<file path="config.mk">
export PLATFORM = sky130hd
export DESIGN_NAME = fp_mul_pipe
export DESIGN_NICKNAME = d
export VERILOG_FILES = /design/src/rtl/fp_mul_pipe.sv
export SDC_FILE = /design/constraint.sdc
export NUM_CORES = 2
export LEC_CHECK = 0
export ABC_CLOCK_PERIOD_IN_PS = 8160
export BUFFER_PORTS_ARGS = -buffer_cell sky130_fd_sc_hd__buf_2
export CAP_MARGIN = 10
export CORE_ASPECT_RATIO = 1.75
export CORE_MARGIN = 2
export CORE_UTILIZATION = 50
export CTS_BUF_LIST = sky130_fd_sc_hd__clkbuf_8
export CTS_CLUSTER_DIAMETER = 100
export CTS_CLUSTER_SIZE = 20
export DETAILED_ROUTE_END_ITERATION = 6
export GPL_TIMING_DRIVEN = 0
export PLACE_DENSITY = 0.67
export RECOVER_POWER = 100
export SETUP_SLACK_MARGIN = 0.02
export SYNTH_ARGS = -nofsm -noshare
export SYNTH_HDL_FRONTEND = slang
export SYNTH_SLANG_ARGS = --single-unit
</file>
<file path="constraint.sdc">
create_clock -name clk_i -period 8.16 [get_ports clk_i]
set_input_delay 0.816 -clock clk_i [delete_from_list [all_inputs] [get_ports clk_i]]
set_output_delay 0.816 -clock clk_i [all_outputs]
set_load 0.01 [all_outputs]
</file>
<file path="src/rtl/fp_mul_pipe.sv">
// Pipelined IEEE-754-style multiplier: capture/classify, multiply, normalise/round, pack.
// Define FP_MUL_FLAGS_EN to add the {invalid, overflow, underflow, inexact} flag output.
module fp_mul_pipe #(
    parameter int unsigned EXP_W = 8,
    parameter int unsigned MAN_W = 23
) (
    input  logic                 clk_i,
    input  logic                 rst_i,
    input  logic                 in_valid_i,
    output logic                 in_ready_o,
    input  logic [EXP_W+MAN_W:0] in_a_i,
    input  logic [EXP_W+MAN_W:0] in_b_i,
    output logic                 out_valid_o,
    input  logic                 out_ready_i,
    output logic [EXP_W+MAN_W:0] out_res_o
`ifdef FP_MUL_FLAGS_EN
    ,
    output logic [3:0]           out_flags_o
`endif
);
    localparam int unsigned W    = 1 + EXP_W + MAN_W;
    localparam int unsigned EW   = EXP_W + 2;
    localparam int unsigned MW   = MAN_W + 1;
    localparam int unsigned PW   = 2 * MAN_W + 2;
    localparam int unsigned BIAS = (1 << (EXP_W - 1)) - 1;

    localparam logic [EW-1:0] EXP_MAX = EW'((1 << EXP_W) - 1);
    localparam logic [W-1:0]  QNAN    = {1'b0, {EXP_W{1'b1}}, 1'b1, {(MAN_W - 1){1'b0}}};

    logic en;

    // Special-case class carried down the pipe as {nan, inf, zero}
    logic             s1_valid_q, s1_sign_q;
    logic [EXP_W-1:0] s1_ea_q, s1_eb_q;
    logic [MW-1:0]    s1_ma_q, s1_mb_q;
    logic [2:0]       s1_cls_q, s1_cls_d;

    logic             s2_valid_q, s2_sign_q;
    logic [EW-1:0]    s2_exp_q, s2_exp_d;
    logic [PW-1:0]    s2_prod_q, s2_prod_d;
    logic [2:0]       s2_cls_q;

    logic             s3_valid_q, s3_sign_q;
    logic [EW-1:0]    s3_exp_q, s3_exp_d;
    logic [MAN_W-1:0] s3_frac_q, s3_frac_d;
    logic [2:0]       s3_cls_q;

    logic             out_valid_q;
    logic [W-1:0]     out_res_q, out_res_d;

    logic [EXP_W-1:0] ea, eb;
    logic [MAN_W-1:0] fa, fb;
    logic             a_zero, b_zero, a_inf, b_inf, a_nan, b_nan;

    logic [MAN_W-1:0] frac_n;
    logic [MAN_W:0]   frac_r;
    logic             guard, sticky;
    logic [EW-1:0]    exp_n;
    logic             ovf, unf;

    assign en          = !(out_valid_q && !out_ready_i);
    assign in_ready_o  = en;
    assign out_valid_o = out_valid_q;
    assign out_res_o   = out_res_q;

    // Stage 1: unpack and classify; subnormal operands are flushed to zero
    always_comb begin
        ea     = in_a_i[W-2 -: EXP_W];
        eb     = in_b_i[W-2 -: EXP_W];
        fa     = in_a_i[MAN_W-1:0];
        fb     = in_b_i[MAN_W-1:0];
        a_zero = (ea == '0);
        b_zero = (eb == '0);
        a_inf  = (ea == '1) && (fa == '0);
        b_inf  = (eb == '1) && (fb == '0);
        a_nan  = (ea == '1) && (fa != '0);
        b_nan  = (eb == '1) && (fb != '0);
        s1_cls_d = 3'b000;
        if (a_nan || b_nan || (a_inf && b_zero) || (a_zero && b_inf)) begin
            s1_cls_d = 3'b100;
        end else if (a_inf || b_inf) begin
            s1_cls_d = 3'b010;
        end else if (a_zero || b_zero) begin
            s1_cls_d = 3'b001;
        end
    end

    // Stage 2: mantissa product and biased exponent sum, wide enough not to wrap
    always_comb begin
        s2_prod_d = PW'(s1_ma_q) * PW'(s1_mb_q);
        s2_exp_d  = EW'(s1_ea_q) + EW'(s1_eb_q) - EW'(BIAS);
    end

    // Stage 3: normalise, round to nearest even
    always_comb begin
        if (s2_prod_q[PW-1]) begin
            frac_n = s2_prod_q[PW-2 -: MAN_W];
            guard  = s2_prod_q[MAN_W];
            sticky = |s2_prod_q[MAN_W-1:0];
            exp_n  = s2_exp_q + EW'(1);
        end else begin
            frac_n = s2_prod_q[PW-3 -: MAN_W];
            guard  = s2_prod_q[MAN_W-1];
            sticky = |s2_prod_q[MAN_W-2:0];
            exp_n  = s2_exp_q;
        end
        frac_r    = {1'b0, frac_n} + MW'(guard && (sticky || frac_n[0]));
        s3_frac_d = frac_r[MAN_W-1:0];
        s3_exp_d  = frac_r[MAN_W] ? exp_n + EW'(1) : exp_n;
    end

    // Output stage: range check and pack
    always_comb begin
        ovf       = $signed(s3_exp_q) >= $signed(EXP_MAX);
        unf       = s3_exp_q[EW-1] || (s3_exp_q == '0);
        out_res_d = {s3_sign_q, s3_exp_q[EXP_W-1:0], s3_frac_q};
        if (s3_cls_q[2]) begin
            out_res_d = QNAN;
        end else if (s3_cls_q[1] || ovf) begin
            out_res_d = {s3_sign_q, {EXP_W{1'b1}}, {MAN_W{1'b0}}};
        end else if (s3_cls_q[0] || unf) begin
            out_res_d = {s3_sign_q, {(W - 1){1'b0}}};
        end
    end

    always_ff @(posedge clk_i or posedge rst_i) begin
        if (rst_i) begin
            s1_valid_q  <= 1'b0;
            s1_sign_q   <= 1'b0;
            s1_ea_q     <= '0;
            s1_eb_q     <= '0;
            s1_ma_q     <= '0;
            s1_mb_q     <= '0;
            s1_cls_q    <= '0;
            s2_valid_q  <= 1'b0;
            s2_sign_q   <= 1'b0;
            s2_exp_q    <= '0;
            s2_prod_q   <= '0;
            s2_cls_q    <= '0;
            s3_valid_q  <= 1'b0;
            s3_sign_q   <= 1'b0;
            s3_exp_q    <= '0;
            s3_frac_q   <= '0;
            s3_cls_q    <= '0;
            out_valid_q <= 1'b0;
            out_res_q   <= '0;
        end else if (en) begin
            s1_valid_q  <= in_valid_i;
            s1_sign_q   <= in_a_i[W-1] ^ in_b_i[W-1];
            s1_ea_q     <= ea;
            s1_eb_q     <= eb;
            s1_ma_q     <= {1'b1, fa};
            s1_mb_q     <= {1'b1, fb};
            s1_cls_q    <= s1_cls_d;
            s2_valid_q  <= s1_valid_q;
            s2_sign_q   <= s1_sign_q;
            s2_exp_q    <= s2_exp_d;
            s2_prod_q   <= s2_prod_d;
            s2_cls_q    <= s1_cls_q;
            s3_valid_q  <= s2_valid_q;
            s3_sign_q   <= s2_sign_q;
            s3_exp_q    <= s3_exp_d;
            s3_frac_q   <= s3_frac_d;
            s3_cls_q    <= s2_cls_q;
            out_valid_q <= s3_valid_q;
            out_res_q   <= out_res_d;
        end
    end

`ifdef FP_MUL_FLAGS_EN
    logic       s3_inexact_q, s3_inexact_d;
    logic       finite;
    logic [3:0] out_flags_q, out_flags_d;

    assign s3_inexact_d = guard || sticky;
    assign finite       = (s3_cls_q == 3'b000);
    // A finite product of normal operands is never exactly zero, so flushing it is inexact
    assign out_flags_d  = {s3_cls_q[2], finite && ovf, finite && unf,
                           finite && (ovf || unf || s3_inexact_q)};
    assign out_flags_o  = out_flags_q;

    always_ff @(posedge clk_i or posedge rst_i) begin
        if (rst_i) begin
            s3_inexact_q <= 1'b0;
            out_flags_q  <= '0;
        end else if (en) begin
            s3_inexact_q <= s3_inexact_d;
            out_flags_q  <= out_flags_d;
        end
    end
`endif

endmodule

</file>
After elaboration in Yosys (flattened, before gate mapping)
Index checks and enable logic that the tools add are counted.
Word-level totals
  register bits: 203
  output and inout bits: 34
  logic and storage cells: 68
Operators by class
  $add $sub $neg: 5
  multiply operators: 1
  $lt $le $gt $ge: 1
  equal/unequal tests: 2
  muxes and demuxes: 11
  bitwise gates (word level): 1
  reduce and logical (&&, ||, !) cells: 28
Operator list (number)
  2-to-1 mux 31 bit: 2
  multiplier 24 x 24 -> 48 bit: 1
  zero test 23 bit: 2
  nonzero test 23 bit: 2
  2-to-1 mux 32 bit: 1
  adder 23 x 1 -> 24 bit: 1
  2-to-1 mux 23 bit: 1
  OR reduction 23 bit: 1
  OR reduction 22 bit: 1
  adder 10 x 1 -> 10 bit (second input constant): 2
  2-to-1 mux 10 bit: 2
  equality test 8 bit (second input constant): 2
  zero test 8 bit: 2
  greater-or-equal comparator 10 x 9 -> 1 bit (second input constant): 1
  zero test 10 bit: 1
  subtractor 9 x 7 -> 10 bit (second input constant): 1
  adder 8 x 8 -> 9 bit: 1
  logical OR 1 bit: 9
  logical AND 1 bit: 8
  2-to-1 mux 1 bit: 3
  2-to-1 mux 3 bit: 1
  zero test 1 bit: 2
  2-to-1 mux 2 bit: 1
  bitwise XOR 1 bit: 1

Depth between registers and ports, before layout
  depth after elaboration: 6
  depth in mapped cells: 27

Least setup slack after synthesis
No wires, ideal clock.
  path kind: flip-flop to flip-flop
  from: reg s1_mb_q[3]
  to: reg s2_prod_q[46]
  library setup time: 0.120 ns
  data arrival time: 6.852 ns
  setup slack: 1.188 ns
  stages on the path, launching flop included: 28
  cells stage by stage: dfrtp_1 clkbuf_1 nand2_1 fa_1 inv_1 fa_1 inv_1 fa_1 inv_1 fa_1 inv_1 fa_1 inv_1 fa_1 inv_1 fa_1 inv_1 ha_1 clkbuf_1 and4_1 and3_1 o211ai_1 a2111oi_0 o2111ai_1 a31oi_1 o21ai_0 mux2i_1 nor2_1
On the way
  longest elaborated chain between the ends: 1
Ends and longest elaborated chain
  start, declared: RTL line 35  | logic [MW-1:0] s1_ma_q, s1_mb_q;
  start signal, assigned: RTL line 153  | s1_mb_q <= {1'b1, fb};
  multiplier 24 x 24 -> 48 bit: RTL line 90  | s2_prod_d = PW'(s1_ma_q) * PW'(s1_mb_q);
  end signal, assigned: RTL line 158  | s2_prod_q <= s2_prod_d;
  end, declared: RTL line 40  | logic [PW-1:0] s2_prod_q, s2_prod_d;
No other way between the ends.
A chain may end at the register's enable or synchronous reset.

Worst setup path in the final report
  from: reg s1_ma_q[16]
  to: reg s2_prod_q[44]
On the way
  longest elaborated chain between the ends: 1
Ends and longest elaborated chain
  start, declared: RTL line 35
  start signal, assigned: RTL line 152  | s1_ma_q <= {1'b1, fa};
  multiplier 24 x 24 -> 48 bit: RTL line 90
No other way between the ends.

==> results.py <==
metrics = {
    "clock_network": {
        "post_cts_buffers": 0,
        "htree_levels": 1,
        "path_clk_slew_ps": 150,
        "cts-root-buf": "clkbuf_8",
        "clk_latency_ps": 630,
        "clockBufferDepth": 3,
        "clock-sinks": 202,
        "cts_buffers": 16,
        "tritoncts": "done",
    },
    "synthesis": {
        "yosys-top-cells-area": "fa_1 34%, dfrtp_1 18%, ha_1 8.5%",
        "ys_seq_area_share_pct": 18.0,
        "avgSynthCellArea_um2": 8.86,
        "synth_flop_cell": "dfrtp_1",
        "synth_compound_area_share_pct": 6.37,
        "synthAdderAreaFrac_pct": 42.9,
        "synth_xor_area_share_pct": 2.89,
        "async_flop_share_pct": 100,
        "ys_top_cells_by_count": "614 x nand2_1, 551 x inv_1, 483 x fa_1, 306 x and2_1, 202 x dfrtp_1",
        "synthDistinctLibCells": 61,
        "syn-cell-area_mm2": 0.0281,
        "syn_nets": 3918,
        "synth.area.mux_share_pct": 0.694,
        "synth_top_family_by_area": "adder cells",
        "synth_seq_cells": 202,
        "synth_edf_count": 0,
        "synthesis.instances": 3175,
        "yosysMostFrequentCell": "nand2_1",
        "synth.top_cell.area_share_pct": 34.4,
        "ys_warn_count": 0,
        "synth.largest_area_cell": "fa_1",
        "synthSimpleGateAreaFrac_pct": 19.5,
    },
    "status": {
        "status": "finished with violations",
        "violations": "capacitance limit, slew limit",
    },
    "cells_and_area": {
        "nets": 4037,
        "stdcell_area_mm2": 0.0299,
        "drive_above_1_share_pct": 5.58,
        "area_growth_pct": 6.18,
    },
    "critical_path": {
        "cp-end-kind": "flop",
        "critical_path_required_ps": 8660,
        "path_max_fanout": 10,
        "critPathLaunchType": "flop",
        "slowest_delay_ps": 600,
        "cp_common_cell": "fa_1",
        "crit_start": "s1_ma_q[16]$_DFFE_PP0N_",
        "crit_type": "reg2reg",
        "crit_arrival_ps": 8460,
        "crit_chain": "clkbuf_2 -> and2_0 -> fa_1 -> inv_1 -> fa_1 -> fa_1 -> inv_1 -> fa_1 -> inv_1 -> fa_1 -> fa_1 -> fa_1 -> inv_1 -> ha_1 -> and4_1 -> and3_1 -> o211ai_1 -> a2111oi_1 -> buf_2 -> o2111ai_2 -> a21oi_1 -> o22ai_1 -> xor2_1 -> a21oi_1",
        "crit_path_top_delay_cell": "fa_1",
        "r2r-start": "s1_ma_q[16]$_DFFE_PP0N_",
    },
    "worst_hold_path": {
        "hold_path_class": "in2reg",
        "min-delay-start": "in_a_i[18]",
    },
    "die": {
        "dieArea_mm2": 0.0583,
        "core_area_mm2": 0.0560,
        "io_pins": 102,
        "start_util_pct": 50.3,
        "die_w_um": 183,
        "rows": 115,
        "die_h_um": 318,
    },
    "grt": {
        "grt_util_met1_pct": 35.8,
        "grt_pass1_vias": 23971,
        "overflow": 0,
        "grt_usage_pct": 32.8,
        "use_met2_pct": 58.6,
        "use_met3_pct": 3.55,
        "grt.busiest_layer": "met2",
        "grt_max_degree": 110,
        "grt_pass1_wl_mm": 142,
        "antenna_found_initial": 3,
    },
    "sta": {
        "min_period_ps": 7970,
        "finalWorstSetupSlack_ps": 194,
        "rsz0062_at_grt": "no",
        "finalHoldViolCount": 0,
        "fin_crit_sh_pct": 97.6,
        "setup_viol": 0,
        "slew_headroom_pct": -185,
        "setup_tns_ps": 0,
        "tightest_slew_ps": 4260,
        "finClkSkew_ps": 106,
        "finalMaxSlewViolations": 205,
        "fmax_mhz": 126,
    },
    "routing": {
        "via_per_inst": 5.60,
        "drc": 0,
        "wl_mm": 91.9,
        "drtIter0Drc": 1308,
        "wire_per_inst_um": 23.0,
        "antenna_left": 0,
        "dr.pass1.iters": 7,
        "vias": 22392,
    },
    "placement": {
        "dpl_cell_area_mm2": 0.0296,
        "place.gp.congestion": 0.999,
        "place_ws_ps": -256,
        "dpl.hpwl_mm": 77.2,
        "io_buffers": 101,
    },
    "job": {
        "cap_violations": 2,
    },
}
[layer usage]
metal,vias up,part of all wire [%]
met2,900,51
met5,-,0.012
met1,11285,34
li1,9859,-
met3,346,5.2
met4,2,9.4
[cells in the final DEF (no fill, tap or decap), drive strengths merged, types with 72 or more instances in the layout]
master,netlist,final
fa,483,483
buf,14,80
nand2,615,615
o21ai,72,72
dfrtp,202,202
and2,306,306
nor2,113,113
ha,192,192
a21oi,121,121
clkbuf,156,208
inv,551,552
[cell type report]
type                            instances  area (µm²)
Buffer                                168         748
Inverter                              551        2070
Timing Repair Buffer                  103         472
Sequential cell                       202        5060
Antenna cell                            2        5.00
Clock inverter                          4        68.8
Fill cell                            5280       26100
Clock buffer                           17         234
Tap cell                              702         878
Multi-Input combinational cell       2252       20300
[metrics by stage]
| stage | util (%) | hold WS [ps] | instances |
|---|---|---|---|
| floorplan | - | 430 | 3175 |
| global placement | 52.8 | 444 | 3978 |
| detailed placement | 52.8 | 456 | 3980 |
| CTS | 53.4 | 308 | 4000 |
| global route | 53.4 | 384 | 4000 |
| finish | 53.4 | 383 | 4001 |
[worst paths after layout]
path	endpoint	slack, ps	cells after the start
worst min register to register	s3_valid_q$_DFFE_PP0N_	480	2
max in group asynchronous	s1_ma_q[13]$_DFFE_PP0N_	2450	3
worst max-delay path	s2_prod_q[44]$_DFFE_PP0N_	190	24
min in group asynchronous	s2_prod_q[46]$_DFFE_PP0N_	1510	2
worst min-delay path	s1_ma_q[18]$_DFFE_PP0N_	380	3
worst max register to register	s2_prod_q[44]$_DFFE_PP0N_	190	24
[logic make-up (layout without fill, tap and decap cells)]
logic type / after synthesis / in the layout
buffers and inverters: 721 / 843
adders and majority gates: 675 / 675
and+or+nand+nor: 1168 / 1168
other: 0 / 2
muxes: 19 / 19
xor gates and xnor gates: 93 / 93
DFF: 202 / 202
AOI/OAI and AO/OA: 297 / 297
[state kept, by name, summed over array words and instances, names as in the netlist, 10 cells and up]
register / flops
s2_prod_q: 48
out_res_o: 32
s3_frac_q: 23
s1_mb_q: 23
s3_exp_q: 10
s1_ma_q: 24
s2_exp_q: 10
[worst max-delay path: cells and delay by family (launching register included)]
| family | cells | cell delay (ps) |
|---|---|---|
| buffers and inverters | 6 | 950 |
| AOI/OAI and AO/OA | 6 | 1300 |
| DFF | 1 | 590 |
| xor gates and xnor gates | 1 | 230 |
| and+or+nand+nor | 3 | 720 |
| adders and majority gates | 8 | 4080 |
[what timing repair did]
item | in CTS | in global routing
cloned | 0 | 0
resized for setup | 31 | 100
hold endpoints to repair | 0 | 0
hold buffers | 0 | 0
setup endpoints to repair | 8 | 9
Power is left out: the tool's default activity adds up to more than one toggle a clock period on the data nets, which glitch-free logic cannot reach.
